<file path="src/rtl/fetch_queue_if.sv">
// Handshake bundle between IF, the fetch queue and ID: push side, pop side and flush.
interface fetch_queue_if #(
    parameter int DEPTH = 4
);
    logic                       flush_c_i;
    logic                       push_valid_i;
    logic [31:0]                instruction_i;
    logic [31:0]                pc_i;
    logic [31:0]                pc_next_i;
    logic                       push_ready_o;
    logic                       stall_c_o;
    logic                       pop_valid_o;
    logic                       pop_ready_i;
    logic [31:0]                instruction_o;
    logic [31:0]                pc_o;
    logic [31:0]                pc_next_o;
    logic [$clog2(DEPTH):0]     count_o;

    // The queue itself
    modport slave (
        input  flush_c_i, push_valid_i, instruction_i, pc_i, pc_next_i, pop_ready_i,
        output push_ready_o, stall_c_o, pop_valid_o, instruction_o, pc_o, pc_next_o, count_o
    );

    // The pipeline side driving and consuming the queue
    modport master (
        output flush_c_i, push_valid_i, instruction_i, pc_i, pc_next_i, pop_ready_i,
        input  push_ready_o, stall_c_o, pop_valid_o, instruction_o, pc_o, pc_next_o, count_o
    );
endinterface

</file>
<file path="src/rtl/fetch_queue.sv">
// Show-ahead circular instruction queue between IF and ID with flush on taken jumps.
module fetch_queue #(
    parameter int DEPTH = 4
) (
    input  logic          clk,
    input  logic          rst_n,
    fetch_queue_if.slave  bus
);
    localparam int PTR_W = $clog2(DEPTH);
    localparam int CNT_W = PTR_W + 1;

    logic [95:0]      mem_q [DEPTH];
    logic [PTR_W-1:0] wrPtr_q, wrPtr_d;
    logic [PTR_W-1:0] rdPtr_q, rdPtr_d;
    logic [CNT_W-1:0] count_q, count_d;

    logic pushReady;
    logic popValid;
    logic pushFire;
    logic popFire;

    // No pass-through when full: readiness depends only on the registered count.
    assign pushReady = (count_q != CNT_W'(DEPTH));
    assign popValid  = (count_q != '0);
    assign pushFire  = bus.push_valid_i & pushReady & ~bus.flush_c_i;
    assign popFire   = bus.pop_ready_i & popValid & ~bus.flush_c_i;

    assign bus.push_ready_o  = pushReady;
    assign bus.stall_c_o     = ~pushReady;
    assign bus.pop_valid_o   = popValid;
    assign bus.count_o       = count_q;
    assign bus.instruction_o = popValid ? mem_q[rdPtr_q][95:64] : 32'd0;
    assign bus.pc_o          = popValid ? mem_q[rdPtr_q][63:32] : 32'd0;
    assign bus.pc_next_o     = popValid ? mem_q[rdPtr_q][31:0]  : 32'd0;

    always_comb begin
        wrPtr_d = wrPtr_q;
        rdPtr_d = rdPtr_q;
        count_d = count_q;
        if (bus.flush_c_i) begin
            wrPtr_d = '0;
            rdPtr_d = '0;
            count_d = '0;
        end else begin
            if (pushFire) wrPtr_d = wrPtr_q + PTR_W'(1);
            if (popFire)  rdPtr_d = rdPtr_q + PTR_W'(1);
            case ({pushFire, popFire})
                2'b10:   count_d = count_q + CNT_W'(1);
                2'b01:   count_d = count_q - CNT_W'(1);
                default: count_d = count_q;
            endcase
        end
    end

    always_ff @(posedge clk or negedge rst_n) begin
        if (!rst_n) begin
            wrPtr_q <= '0;
            rdPtr_q <= '0;
            count_q <= '0;
        end else begin
            wrPtr_q <= wrPtr_d;
            rdPtr_q <= rdPtr_d;
            count_q <= count_d;
        end
    end

    // Storage carries no reset; entries are only observable once counted.
    always_ff @(posedge clk) begin
        if (pushFire) mem_q[wrPtr_q] <= {bus.instruction_i, bus.pc_i, bus.pc_next_i};
    end
endmodule

</file>
<file path="src/flat_wrapper.sv">
// flat-port wrapper written by rule: the top's interface ports become plain ports
module fetch_queue_flat 
#(
    parameter int DEPTH = 4
)
  (clk, rst_n, bus_flush_c_i, bus_push_valid_i, bus_instruction_i, bus_pc_i, bus_pc_next_i, bus_pop_ready_i, bus_push_ready_o, bus_stall_c_o, bus_pop_valid_o, bus_instruction_o, bus_pc_o, bus_pc_next_o, bus_count_o);
  fetch_queue_if #(.DEPTH(DEPTH)) bus_i ();
  input  logic clk;
  input  logic rst_n;
  input wire logic [$bits(bus_i.flush_c_i)-1:0] bus_flush_c_i;
  input wire logic [$bits(bus_i.push_valid_i)-1:0] bus_push_valid_i;
  input wire logic [$bits(bus_i.instruction_i)-1:0] bus_instruction_i;
  input wire logic [$bits(bus_i.pc_i)-1:0] bus_pc_i;
  input wire logic [$bits(bus_i.pc_next_i)-1:0] bus_pc_next_i;
  input wire logic [$bits(bus_i.pop_ready_i)-1:0] bus_pop_ready_i;
  output wire logic [$bits(bus_i.push_ready_o)-1:0] bus_push_ready_o;
  output wire logic [$bits(bus_i.stall_c_o)-1:0] bus_stall_c_o;
  output wire logic [$bits(bus_i.pop_valid_o)-1:0] bus_pop_valid_o;
  output wire logic [$bits(bus_i.instruction_o)-1:0] bus_instruction_o;
  output wire logic [$bits(bus_i.pc_o)-1:0] bus_pc_o;
  output wire logic [$bits(bus_i.pc_next_o)-1:0] bus_pc_next_o;
  output wire logic [$bits(bus_i.count_o)-1:0] bus_count_o;
  assign bus_i.flush_c_i = bus_flush_c_i;
  assign bus_i.push_valid_i = bus_push_valid_i;
  assign bus_i.instruction_i = bus_instruction_i;
  assign bus_i.pc_i = bus_pc_i;
  assign bus_i.pc_next_i = bus_pc_next_i;
  assign bus_i.pop_ready_i = bus_pop_ready_i;
  assign bus_push_ready_o = bus_i.push_ready_o;
  assign bus_stall_c_o = bus_i.stall_c_o;
  assign bus_pop_valid_o = bus_i.pop_valid_o;
  assign bus_instruction_o = bus_i.instruction_o;
  assign bus_pc_o = bus_i.pc_o;
  assign bus_pc_next_o = bus_i.pc_next_o;
  assign bus_count_o = bus_i.count_o;
  fetch_queue #(.DEPTH(DEPTH)) u_core (.clk(clk), .rst_n(rst_n), .bus(bus_i));
endmodule
</file>
<file path="config.mk">
export PLATFORM = sky130hd
export DESIGN_NAME = fetch_queue_flat
export DESIGN_NICKNAME = d
export VERILOG_FILES = /design/src/rtl/fetch_queue_if.sv /design/src/rtl/fetch_queue.sv /design/src/flat_wrapper.sv
export SDC_FILE = /design/constraint.sdc
export NUM_CORES = 1
export LEC_CHECK = 0
export ABC_AREA = 1
export CAP_MARGIN = 20
export CELL_PAD_IN_SITES_DETAIL_PLACEMENT = 1
export CELL_PAD_IN_SITES_GLOBAL_PLACEMENT = 1
export CORE_AREA = 3 3 161 225
export DETAILED_ROUTE_END_ITERATION = 8
export DIE_AREA = 0 0 164 228
export GPL_TIMING_DRIVEN = 0
export PLACE_DENSITY = 0.85
export SETUP_SLACK_MARGIN = 0.1
export SYNTH_ARGS = -nofsm -noshare
export SYNTH_HDL_FRONTEND = slang
export SYNTH_SLANG_ARGS = --single-unit
</file>
<file path="constraint.sdc">
create_clock -name clk -period 6.21 [get_ports clk]
set_input_delay 0.9315 -clock clk [delete_from_list [all_inputs] [get_ports clk]]
set_output_delay 0.9315 -clock clk [all_outputs]
set_load 0.05 [all_outputs]
</file>
# --- Word-level counts from Yosys, hierarchy flattened ---
# Memory sizes are Yosys's and may differ from the RTL's.
# Cells that the tools add are included.
totals:
  reg_bits: 7
  mem_bits_rw: 384
  out_inout_bits: 102
  elab_cells: 32
  memories: 1
memory_table:
  columns: ["name", "depth", "width", "rd", "rd_ports_with_merged_regs", "wr", "line", "rtl"]
  rows:
  - ["u_core.mem_q", 4, 96, 1, 0, 1, "fetch_queue.sv:12", "logic [95:0] mem_q [DEPTH];"]
classes:
  addsub: 4
  eq_ne: 3
  mux: 11
  bitwise: 6
  reduce_logical: 4
op_table:
  columns: ["operator", "n"]
  rows:
  - ["two-way mux 32 bit", 3]
  - ["two-way mux 2 bit", 4]
  - ["case mux 3 bit (2 select lines)", 1]
  - ["nonzero test 3 bit", 2]
  - ["adder 2 x 1 -> 2 bit, second input constant", 2]
  - ["AND 1 bit", 4]
  - ["nonzero test 2 bit", 2]
  - ["adder 3 x 1 -> 3 bit, second input constant", 1]
  - ["two-way mux 3 bit", 1]
  - ["!= test 3 bit, second input constant", 1]
  - ["subtractor 3 x 1 -> 3 bit, second input constant", 1]
  - ["== test 2 x 1 -> 1 bit, second input constant", 1]
  - ["== test 2 bit, second input constant", 1]
  - ["two-way mux 1 bit", 2]
  - ["inverter 1 bit", 2]

# --- Longest topological paths before layout ---
depth:
  word_depth: 6
  mapped_depth: 12

# --- Worst setup path before layout ---
# Ideal clock, no wire load.
synth_timing:
  path_type: "register -> register"
  start: "register u_core.count_q[0], in the netlist u_core.bus.count_o[0]"
  end: "memory u_core.mem_q[0][0], enable pin"
  setup_ps: 551
  arrival_ps: 5360
  required_time_ps: 5659
  path_slack_ps: 299
  stages_incl_launch_ff: 7
  synth_period_minus_slack_ps: 5911
  cell_sequence: "dfrtp_1 -> nor2_4 -> nand2_4 -> nand2_4 -> nor2_1 -> inv_1 -> nor2_1"
synth_between:
  elab_chain_cells: 5
synth_lines:
  columns: ["item", "line", "rtl"]
  rows:
  - ["start, declared", "fetch_queue.sv:15", "logic [CNT_W-1:0] count_q, count_d;"]
  - ["start signal, assigned", "fetch_queue.sv:63", "count_q <= count_d;"]
  - ["!= test 3 bit", "fetch_queue.sv:23", "assign pushReady = (count_q != CNT_W'(DEPTH));"]
  - ["net bus_push_ready_o", "flat_wrapper.sv:16", "output wire logic [$bits(bus_i.push_ready_o)-1:0] bus_push_ready_o;"]
  - ["AND 1 bit (2 in series)", "fetch_queue.sv:25", "assign pushFire = bus.push_valid_i & pushReady & ~bus.flush_c_i;"]
  - ["two-way mux 1 bit", "fetch_queue.sv:69", "if (pushFire) mem_q[wrPtr_q] <= {bus.instruction_i, bus.pc_i, bus.pc_next_i};"]
  - ["two-way mux 1 bit (implied by the code)", "fetch_queue.sv:69", null]
  - ["end, declared", "fetch_queue.sv:12", null]
# The timed path passes the listed nets, and every way through them passes these cells.

# --- Worst setup path in the final report ---
layout_timing:
  start: "register u_core.rdPtr_q[0]"
  end: "output port bus_pc_next_o[24]"
layout_between:
  elab_chain_cells: 2
layout_lines:
  columns: ["item", "line", "rtl"]
  rows:
  - ["start, declared", "fetch_queue.sv:14", "logic [PTR_W-1:0] rdPtr_q, rdPtr_d;"]
  - ["start signal, assigned", "fetch_queue.sv:62", "rdPtr_q <= rdPtr_d;"]
  - ["memory (4 x 96 bit)", null, null]
  - ["two-way mux 32 bit", "fetch_queue.sv:34", "assign bus.pc_next_o = popValid ? mem_q[rdPtr_q][31:0] : 32'd0;"]
  - ["end, declared", "flat_wrapper.sv:21", "output wire logic [$bits(bus_i.pc_next_o)-1:0] bus_pc_next_o;"]
# No other way between the ends.

==> summary.txt <==
Outcome
  – Status: finished, final reports clean

Die
  – Row cnt: 80
  – Die Ht: 228 um
  – Core Region: 0.0343 mm^2
  – Top Ports: 203
  – Chip Width: between 150 and 200 um
  – Initial Util: between 40% and 50%
  – Die ar.: 0.0374 mm^2

Hold path
  – Hold Path Class: reg -> reg
  – Hold depth: 1
  – Hold Crit Start: u_core.bus.count_o[0]
  – WHS Endpoint: u_core.bus.count_o[0]

STA
  – Final Hold Viols: 0
  – Max-slew violation count: 0
  – Setup_tns: 0 ns
  – # setup viols final: 0
  – Worst slew pin tran: between 1 and 1.5 ns
  – Unrepaired setup endpoints after global routing: false
  – Fin crit period: 4.12 ns
  – Setup Skew: 0.0120 ns
  – Max-slew headroom: 32.0%
  – F_max: 243 MHz
  – Fin crit share: ~66%

Yosys
  – Mux contribution to synthesized area: 0%
  – Post-Syn Area: 0.0154 mm^2
  – Number of synthesized flops with an enable pin: 384
  – Post-Synth Adder-Cell Area: less than 1%
  – Synthesized netlist cell count: 1197
  – Synth warn: 0
  – Xor and xnor area share after synthesis: 0.0569%
  – Primary FF master, synth: edfxtp_1
  – Netlist cell types: 25
  – Synth Register Bits: 391
  – Synth Area per Inst: between 10 and 15 um^2
  – Synth Area in Compound Gates: 9.69%
  – Post-Syn Nets: 1303
  – Simple-Gate Fraction of Synth Area: approximately a tenth
  – Post-synthesis sequential area ratio: between 70% and 80%
  – Largest family of logic cells by synthesized area: simple AND/OR/NAND/NOR gates
  – Ys async rst share: roughly 1.8%

CTS
  – Num CTS Buffers: 37
  – Root Driver: clkbuf_16
  – Post-CTS Resized: 0
  – Clock buffer depth: 3
  – Post-CTS Hold Fix Bufs: 0
  – CTS tree: built
  – H-tree lvl count: 2
  – # Post-CTS Setup Buffers: 0
  – Clock-pin transition on the worst setup and hold timing paths: 0.06 ns
  – Clock sinks: 391
  – Worst-Skew Late Latency: 0.54 ns

Worst setup path
  – Max stage delay cell, worst path: clkdlybuf4s50_1
  – Most used cell, CP: buf_2
  – R2R cell count: 8
  – Worst Path Required: 5.28 ns
  – CP cell instances: buf_2 -> inv_2 -> buf_2 -> buf_2 -> o21ai_1 -> a21oi_1 -> clkdlybuf4s50_1
  – Crit Reg-Reg Startpoint: u_core.bus.count_o[1]
  – Worst Setup Start Kind: flip-flop
  – WS Path Type: reg -> out
  – CP max stage delay: 0.89 ns
  – Crit. End Element: output port
  – Worst EP arrival: 3.19 ns
  – Flop2flop setup slack: 3.56 ns
  – R2r endpoint: u_core.mem_q[2][41]
  – Crit path max fanout: 10

Route
  – Drt initial violations: 603
  – Wirelength, routed: around 45000 um
  – Via count: about 11000
  – Vias per inst: 5.46
  – Routed length per instance: 23.6 um
  – Final ANT Viol Nets: 0
  – First-pass iteration count of the detailed router: 5
  – Post-route DRC: 0

Final layout
  – Final net count: approximately 1600
  – Util after Layout: ~56%
  – Area of the multi-input gates: ~0.0032 mm^2
  – Layout area overhead: 25.8%
  – Most frequent cells in the layout: nor2_1 (385), edfxtp_1 (384), clkdlybuf4s50_1 (202), o21ai_1 (170), a21oi_1 (98)
  – Most common cell after layout, fill and taps aside: nor2_1
  – Register area: 0.0117 mm^2
  – Layout cells sized above 1: a little under a tenth
  – Fillers: 3461

Power and ir drop
  – Leakage power: 0.00656 uW
  – Maximum VDD drop: 0.376 mV
  – Pwr Density: 486 mW/mm^2

Global routing
  – Initial antenna violation count: 2
  – Largest net degree at the start of global routing: 30
  – First-pass GRT wire length: 68200 um
  – Vias in the first global route: 11837
  – Overflow after GRT: 0
  – All-layer global routing usage: 24.1%

Placed design
  – Final GP Congestion: 0.779
  – IO buf count: 202
  – DPL Wire Length: 29300 um

Run
  – Max-cap violations: 0
==> metal layers <==
layer | GRT usage [%] | vias up | wire length (um)
met3 | 3.96 | 101 | 2180
li1 | - | 4754 | -
met4 | 8.99 | 2 | 1530
met5 | 0 | - | 9
met1 | 27.1 | 5334 | 16700
met2 | 45.3 | 336 | 25000
==> power breakdown <==
group          switching [uW]  total (uW)  internal [uW]
Clock                     959        2130           1170
Combinational            2950        4160           1220
Sequential               58.3        3120           3060
Total                    3970        9410           5440
==> kinds of logic (layout without fill, tap and decap cells) <==
family / after synthesis / after routing
simple gates: 415 / 415
buf+inv: 89 / 368
flops: 391 / 391
xor+xnor: 1 / 1
other cells: 0 / 1
compound gates: 296 / 296
fa+ha+maj: 5 / 5
==> through the flow <==
step                      cells  hold WS (ns)  area [um^2]  total power, uW  setup WS (ns)
final                      1928         0.635        19400             9410           2.09
after global routing       1928         0.690        19400             9770           2.03
after CTS                  1927         0.635        19400             9490           2.09
after detailed placement   1862         0.629        18200             7330           2.70
after global placement     1850         0.605        18000             7230          -3.37
after floorplan            1197         0.580        15400             5780          0.299
==> synthesized netlist by cell type, types with 7 or more instances <==
cell type    n  area [um^2]
a21oi_1     98          490
nand2_1     16         60.1
nor2_1     389         1460
buf_2       22          110
edfxtp_1   384        11500
buf_4       20          150
dfrtp_1      7          175
clkbuf_1    18         67.6
o21ai_0     26          130
inv_1       10         37.5
o21ai_1    170          851
buf_6        8         90.1
==> critical path: cells and delay by family (launching register included) <==
family,cells,cell delay (ns)
compound gates,2,0.49
buf+inv,5,1.77
flops,1,0.37
==> flip-flops by register name, summed over array words and instances (netlist names) <==
register	count
u_core.wrPtr_q	2
u_core.bus.count_o	3
u_core.rdPtr_q	2
u_core.mem_q	384
==> layout make-up <==
cell class | instances | share of cell area [%]
antenna | 1 | 0.0129
buffer | 74 | 2.31
clock buffer | 47 | 5.08
clock inverter | 18 | 0.679
inverter | 15 | 0.291
multi-input combinational | 717 | 16.6
sequential | 391 | 60.5
tap | 451 | 2.91
timing repair buffer | 214 | 11.7
==> how the worst max path moves through the flow <==
stage	startpoint	end	slack [ns]	depth (start not counted)
floorplan	u_core.bus.count_o[0]	u_core.mem_q[0][0]	0.30	6
global placement	bus_push_valid_i	u_core.mem_q[1][37]	-3.37	5
detailed placement	u_core.rdPtr_q[0]	bus_pc_next_o[24]	2.70	7
CTS	u_core.rdPtr_q[0]	bus_pc_next_o[21]	2.09	7
global route	u_core.rdPtr_q[0]	bus_pc_next_o[24]	2.03	7
finish	u_core.rdPtr_q[0]	bus_pc_next_o[24]	2.09	7
Note: power is estimated with default switching activity, not from simulation.
